## src/rtl/uart_rx_ram_loader.sv

```systemverilog
// uart_rx_ram_loader: 8N1 UART receiver that fills a DEPTH x 8 RAM from address 0 upward.
// Ports: clk, rst_n, rs232_rx, clr in; wr_en/addr/data, rx_done, frame_err, overflow, full, byte_cnt out.
module uart_rx_ram_loader #(
  parameter int CLK_FREQ = 50_000_000,
  parameter int BAUD     = 9600,
  parameter int BPS_DIV  = CLK_FREQ / BAUD,
  parameter int DEPTH    = 256
) (
  input  logic       clk,
  input  logic       rst_n,
  input  logic       rs232_rx,
  input  logic       clr,
  output logic       wr_en,
  output logic [7:0] wr_addr,
  output logic [7:0] wr_data,
  output logic       rx_done,
  output logic       frame_err,
  output logic       overflow,
  output logic       full,
  output logic [8:0] byte_cnt
);

  localparam int CW = (BPS_DIV > 2) ? $clog2(BPS_DIV) : 1;
  localparam logic [CW-1:0] LAST = CW'(BPS_DIV - 1);
  localparam logic [CW-1:0] HALF = CW'(BPS_DIV / 2 - 1);
  localparam logic [7:0] LAST_ADDR = 8'(DEPTH - 1);

  typedef enum logic [1:0] {
    S_IDLE,
    S_START,
    S_DATA,
    S_STOP
  } state_t;

  state_t        r_state;
  logic          r_sync1;
  logic          r_sync2;
  logic          r_prev;
  logic [CW-1:0] r_cnt;
  logic [2:0]    r_bit;
  logic [7:0]    r_shift;
  logic          r_wr_en;
  logic [7:0]    r_wr_data;
  logic          r_rx_done;
  logic          r_frame_err;
  logic          r_overflow;
  logic [7:0]    r_addr;
  logic [8:0]    r_byte_cnt;
  logic          r_full;

  logic w_rx;
  logic w_fall;
  logic w_full;

  assign w_rx   = r_sync2;
  assign w_fall = r_prev & ~r_sync2;
  // A clr landing on the stop-sample edge empties the RAM first.
  assign w_full = r_full & ~clr;

  // Two-flop synchronizer plus one flop of history for edge detect.
  always_ff @(posedge clk or negedge rst_n) begin
    if (!rst_n) begin
      r_sync1 <= 1'b1;
      r_sync2 <= 1'b1;
      r_prev  <= 1'b1;
    end else begin
      r_sync1 <= rs232_rx;
      r_sync2 <= r_sync1;
      r_prev  <= r_sync2;
    end
  end

  // Receive FSM with registered write/status pulses.
  always_ff @(posedge clk or negedge rst_n) begin
    if (!rst_n) begin
      r_state     <= S_IDLE;
      r_cnt       <= '0;
      r_bit       <= '0;
      r_shift     <= '0;
      r_wr_en     <= 1'b0;
      r_wr_data   <= '0;
      r_rx_done   <= 1'b0;
      r_frame_err <= 1'b0;
      r_overflow  <= 1'b0;
    end else begin
      r_wr_en     <= 1'b0;
      r_rx_done   <= 1'b0;
      r_frame_err <= 1'b0;
      r_overflow  <= 1'b0;
      unique case (r_state)
        S_IDLE: begin
          r_cnt <= '0;
          if (w_fall) r_state <= S_START;
        end
        S_START: begin
          if (r_cnt == HALF) begin
            r_cnt <= '0;
            if (w_rx) begin
              r_state <= S_IDLE;
            end else begin
              r_state <= S_DATA;
              r_bit   <= '0;
            end
          end else begin
            r_cnt <= r_cnt + CW'(1);
          end
        end
        S_DATA: begin
          if (r_cnt == LAST) begin
            r_cnt   <= '0;
            r_shift <= {w_rx, r_shift[7:1]};
            r_bit   <= r_bit + 3'd1;
            if (r_bit == 3'd7) r_state <= S_STOP;
          end else begin
            r_cnt <= r_cnt + CW'(1);
          end
        end
        S_STOP: begin
          // Leave at mid stop bit so a back-to-back start edge is caught.
          if (r_cnt == LAST) begin
            r_cnt   <= '0;
            r_state <= S_IDLE;
            if (w_rx) begin
              r_rx_done <= 1'b1;
              if (w_full) begin
                r_overflow <= 1'b1;
              end else begin
                r_wr_en   <= 1'b1;
                r_wr_data <= r_shift;
              end
            end else begin
              r_frame_err <= 1'b1;
            end
          end else begin
            r_cnt <= r_cnt + CW'(1);
          end
        end
        default: r_state <= S_IDLE;
      endcase
    end
  end

  // Address / count bookkeeping; clr wins over a concurrent write.
  always_ff @(posedge clk or negedge rst_n) begin
    if (!rst_n) begin
      r_addr     <= '0;
      r_byte_cnt <= '0;
      r_full     <= 1'b0;
    end else if (clr) begin
      r_addr     <= '0;
      r_byte_cnt <= '0;
      r_full     <= 1'b0;
    end else if (r_wr_en) begin
      r_byte_cnt <= r_byte_cnt + 9'd1;
      if (r_addr == LAST_ADDR) r_full <= 1'b1;
      else r_addr <= r_addr + 8'd1;
    end
  end

  assign wr_en     = r_wr_en;
  assign wr_addr   = r_addr;
  assign wr_data   = r_wr_data;
  assign rx_done   = r_rx_done;
  assign frame_err = r_frame_err;
  assign overflow  = r_overflow;
  assign full      = r_full;
  assign byte_cnt  = r_byte_cnt;

endmodule

```

## config.mk

```make
export PLATFORM = sky130hd
export DESIGN_NAME = uart_rx_ram_loader
export DESIGN_NICKNAME = d
export VERILOG_FILES = /design/src/rtl/uart_rx_ram_loader.sv
export SDC_FILE = /design/constraint.sdc
export NUM_CORES = 1
export LEC_CHECK = 0
export CAP_MARGIN = 15
export CELL_PAD_IN_SITES_DETAIL_PLACEMENT = 0
export CELL_PAD_IN_SITES_GLOBAL_PLACEMENT = 1
export CORE_MARGIN = 3
export CORE_UTILIZATION = 47
export DETAILED_ROUTE_END_ITERATION = 8
export GPL_TIMING_DRIVEN = 0
export PLACE_DENSITY_LB_ADDON = 0.1
export SLEW_MARGIN = 20
export SYNTH_ARGS = -nofsm -noshare
export SYNTH_HDL_FRONTEND = slang
export SYNTH_SLANG_ARGS = --single-unit
```

## constraint.sdc

```tcl
create_clock -name clk -period 5.64 [get_ports clk]
set_input_delay 1.128 -clock clk [delete_from_list [all_inputs] [get_ports clk]]
set_output_delay 1.128 -clock clk [all_outputs]
set_load 0.01 [all_outputs]
```

; Word level (Yosys, flattened, before mapping)
; Cells that the tools add are included.
[totals]
reg_bits = 59
input_bits = 4
output_inout_bits = 30
wordCells = 85
[classes]
n_addsub = 4
eq_ne = 14
muxes = 36
bitwise_logic = 5
reduce_logical = 11
[op_table]
columns = cell, count
row1 = 13-bit one-hot mux with 3 select lines, 1
row2 = 13-bit two-way mux, 2
row3 = 8-bit two-way mux, 3
row4 = 9-bit two-way mux, 2
row5 = 1-bit two-way mux, 17
row6 = 2-bit != test (second input constant), 7
row7 = 13-bit by 1-bit adder with 13-bit output (second input constant), 1
row8 = 13-bit by 12-bit == test with 1-bit output (second input constant), 1
row9 = 13-bit == test (second input constant), 1
row10 = 2-bit two-way mux, 6
row11 = 9-bit by 1-bit adder with 9-bit output (second input constant), 1
row12 = 3-bit two-way mux, 3
row13 = 8-bit by 1-bit adder with 8-bit output (second input constant), 1
row14 = 8-bit == test (second input constant), 1
row15 = 2-bit one-hot mux with 4 select lines, 1
row16 = 4-bit AND reduction, 2
row17 = 3-bit one-hot mux with 2 select lines, 1
row18 = 2-bit AND reduction, 3
row19 = 2-bit nonzero test, 3
row20 = 5-bit AND reduction, 1
row21 = 2-bit == test (second input constant), 2
row22 = 3-bit by 1-bit adder with 3-bit output (second input constant), 1
row23 = 3-bit == test (second input constant), 1
row24 = 1-bit inverter, 3
row25 = other kinds (4), 5

; Longest topological paths before layout
[logic_depth]
depth_word = 6
depth_mapped = 6
mapped_depth_nobuf = 5

; Worst setup path after synthesis
; No wires, ideal clock.
[synth_timing]
path_kind = input to register
from = input port clr
to = register r_wr_data[0], in the netlist wr_data[0]
setup_ns = 0.125
arrival_ns = 2.224
required_time_ns = 5.515
setup_slack_ns = 3.291
path_stages = 5
cell_sequence = clkbuf_1 -> nand2b_1 -> nand2b_1 -> nor2_2 -> mux2_2
[synth_via]
elab_chain_len = 4
[synth_lines]
columns = element, line
row1 = "start, declared", 12  ; input logic clr,
row2 = 1-bit inverter, 58  ; assign w_full = r_full & ~clr;
row3 = 1-bit bitwise AND, 58
row4 = 1-bit inverter (no source line), n/a
row5 = 4-bit AND reduction (no source line), n/a
row6 = "end signal, assigned", 129  ; r_wr_data <= r_shift;
row7 = "end, declared", 43  ; logic [7:0] r_wr_data;
; No other way between the ends.
; A chain may end at the register's enable or synchronous reset.

; Final worst setup path
[layout_timing]
from = register r_byte_cnt[3], in the netlist byte_cnt[3]
to = output port byte_cnt[3]
[layout_lines]
columns = element, line
row1 = "start, declared", 48  ; logic [8:0] r_byte_cnt;
row2 = "start signal, assigned", 154  ; r_byte_cnt <= r_byte_cnt + 9'd1;
row3 = "end, declared", 20  ; output logic [8:0] byte_cnt
; No word-level cell between the ends.

==> impl_metrics.tcl <==
set metrics [dict create \
    die_w_um 82.1 \
    clk_latency_ns 0.33 \
    p_per_area_nw_per_um2 264 \
    cts_tree "yes" \
    boundaryPins 34 \
    port_buffers 32 \
    finalHoldViolations 0 \
    clock_skew_ns 0.00780 \
    yosysUniqueCellTypes 42 \
    via_count 1914 \
    regToRegStartpoint "r_cnt[0]" \
    syn_nets 250 \
    maxCapViolCount 0 \
    slowest_delay_ns 0.58 \
    drive_gt1_share_pct 16.2 \
    fin_crit_ns 2.49 \
    drtPass1Iterations 4 \
    antenna-diode-count 0 \
    grt_pass1_vias 1811 \
    timing.fmax_mhz 402 \
    ys_seq_area_share_pct 54.4 \
    dp.cells 346 \
    r2r_cells 5 \
    synth_edf_count 0 \
    power.leakage_nw 1.45 \
    ctsHoldBuffers 0 \
    fin_util_pct 60.0 \
    yosys.area.top_type "dfrtp_1" \
    grt_overflow 0 \
    tns_ns 0 \
    die_height_um 82.1 \
    synth_area_leaders "dfrtp_1 (52%), mux2_4 (4.4%), nor2_1 (4.4%), xnor2_1 (3.9%), mux2_2 (3.3%)" \
    ys_seq_elements 59 \
    path_class "reg2out" \
    cts_buffers 9 \
    worstPathArrival_ns 1.36 \
    grt_max_degree 38 \
    coreArea_um2 5540 \
    finalPower_mw 0.877 \
    cp_num_buf_inv 1 \
    synth_top_area_share_pct 51.5 \
    synth.most_common_cell "dfrtp_1" \
    rsz0062_at_grt "false" \
    track_usage_pct 17.3 \
    clk_pin_slew_worst_paths_ns 0.07 \
    rrSetupSlack_ns 3.62 \
    antenna_found_initial 0 \
    grt_pass1_wl_um 8690 \
    gp_congestion 0.788 \
    yosysWarnings 0 \
    ant_nets 0 \
    initialDrtViolationCount 88 \
    hold_depth 0 \
    final_max_slew_viol_count 0 \
    drt-wirelength-per-cell_um 14.0 \
    crit_slowest_cell "clkdlybuf4s50_1" \
    synth_common_cells "dfrtp_1 (56), nor2_1 (32), nand2_1 (15), nand3_1 (12), xnor2_1 (12)" \
    fp-row-count 27 \
    dieArea_um2 6730 \
    synth_ff_type "dfrtp_1" \
    stdcell_area_um2 3330 \
    hp-start "r_sync1" \
    cts_sinks 59 \
    worst_path_dominant_cell_family "buffers and inverters" \
    clk_path_buf_depth 2 \
    crit_path_end_kind "output port" \
    start_util_pct 49.1 \
    h-tree-depth 3 \
    hp-class "reg2reg" \
    cp_cell_sequence "clkdlybuf4s50_1" \
    regToRegEndpoint "wr_data[0]" \
    placed_area_um2 3150 \
    critical_path.startpoint_type "register" \
    status "finished clean" \
    area_growth_pct 22.3 \
    drc_errors 0 \
    syn_avg_cell_area_um2 11.3 \
    cts_setup_buffers 0 \
    synthCells 241 \
    finalSetupViolCount 0 \
    vias_per_cell 5.29 \
    tightest_slew_ns 0.451 \
    synth_area_um2 2720 \
    worstPathRequired_ns 4.51 \
    fin_nets 294 \
    peakVddDrop_uv 168 \
    critPathMaxFanout 6 \
    min_to "r_sync2" \
    root_buffer "clkbuf_8" \
    relSlewSlack_pct 69.9 \
    period_share_pct 44.1 \
    cts_resized 0 \
    async_flop_share_pct 100 \
    final_cells 362 \
    totalWireLength_um 5060 \
    dp_hpwl_um 3560 \
]
-- worst max-delay path by stage --
stage           startpoint                    endpoint  slack (ns)  cells after the start
2_1_floorplan          clr                  wr_data[0]        3.29                      5
3_3_place_gp         rst_n  asynchronous set/reset pin        1.57                      1
3_5_place_dp           clr                  wr_data[0]        2.98                      5
4_1_cts        byte_cnt[3]                 byte_cnt[3]        3.12                      1
5_1_grt         wr_addr[2]                  wr_addr[2]        3.09                      1
6_report       byte_cnt[3]                 byte_cnt[3]        3.15                      1
-- worst reg2reg max path, delay by kind of cell, from the launching register on --
| family | cells | cell delay [ns] |
|---|---|---|
| mux | 1 | 0.39 |
| flops | 1 | 0.37 |
| fa+ha+maj | 1 | 0.30 |
| simple gates | 3 | 0.87 |
-- cell families (layout without fill, tap and decap cells) --
family	after synthesis	count (layout)	synth area share (%)
simple gates	98	98	19.4
mux	22	22	9.94
xor+xnor	19	19	6.12
fa+ha+maj	5	5	2.30
flops	59	59	54.4
compound gates	22	22	5.25
buf+inv	16	65	2.58
-- layer usage --
layer | track usage (%) | vias up | routed length, µm | part of all wire, %
li1 | - | 937 | - | -
met1 | 22.8 | 944 | 2480 | 49
met2 | 25.5 | 25 | 2310 | 46
met3 | 5.59 | 8 | 180 | 3.6
met4 | 8.47 | 0 | 94 | 1.9
met5 | 0 | - | 0 | 0
-- layout by cell type (no fill, tap or decap), drive strengths merged, types with 3 or more instances in the layout --
| master | instances |
|---|---|
| dfrtp | 56 |
| nor2 | 33 |
| clkdlybuf4s50 | 31 |
| mux2 | 16 |
| nand2 | 15 |
| clkbuf | 15 |
| nand3 | 13 |
| xnor2 | 12 |
| inv | 7 |
| nor3 | 7 |
| xor2 | 7 |
| a21oi | 6 |
| mux2i | 6 |
| buf | 6 |
| nand4 | 5 |
| a31oi | 5 |
| ha | 5 |
| and3 | 4 |
| and4bb | 4 |
| nor4 | 3 |
| nand2b | 3 |
| o21ai | 3 |
| or3 | 3 |
| clkinvlp | 3 |
| dfstp | 3 |
| clkinv | 3 |
-- where the power goes --
part	internal [mW]	switching, mW
Clock	0.170	0.172
Combinational	0.0282	0.0378
Sequential	0.443	0.0265
-- metrics by stage --
| step | setup slack (ns) | hold WS [ns] |
|---|---|---|
| 4_1_cts | 3.12 | 0.359 |
| 5_1_grt | 3.09 | 0.368 |
| 3_5_place_dp | 2.98 | 0.347 |
| 3_3_place_gp | 1.57 | 0.346 |
| 6_report | 3.15 | 0.358 |
| 2_1_floorplan | 3.29 | 0.345 |
-- registers in the layout (all words and copies together), names as in the netlist, named ones only --
signal / flops
r_cnt: 13
byte_cnt: 9
r_shift: 8
wr_addr: 8
wr_data: 8
r_bit: 3
frame_err: 1
full: 1
overflow: 1
r_prev: 1
r_state: 1
r_sync1: 1
r_sync2: 1
rx_done: 1
wr_en: 1
-- area by class of cell --
class | instances | area, µm²
Buffer | 9 | 43.8
Clock buffer | 10 | 138
Sequential cell | 59 | 1480
Fill cell | 486 | 2210
Tap cell | 72 | 90.1
Timing Repair Buffer | 33 | 338
Multi-Input combinational cell | 166 | 1170
Clock inverter | 6 | 41.3
Inverter | 7 | 26.3
(Power assumes the default switching activity.)
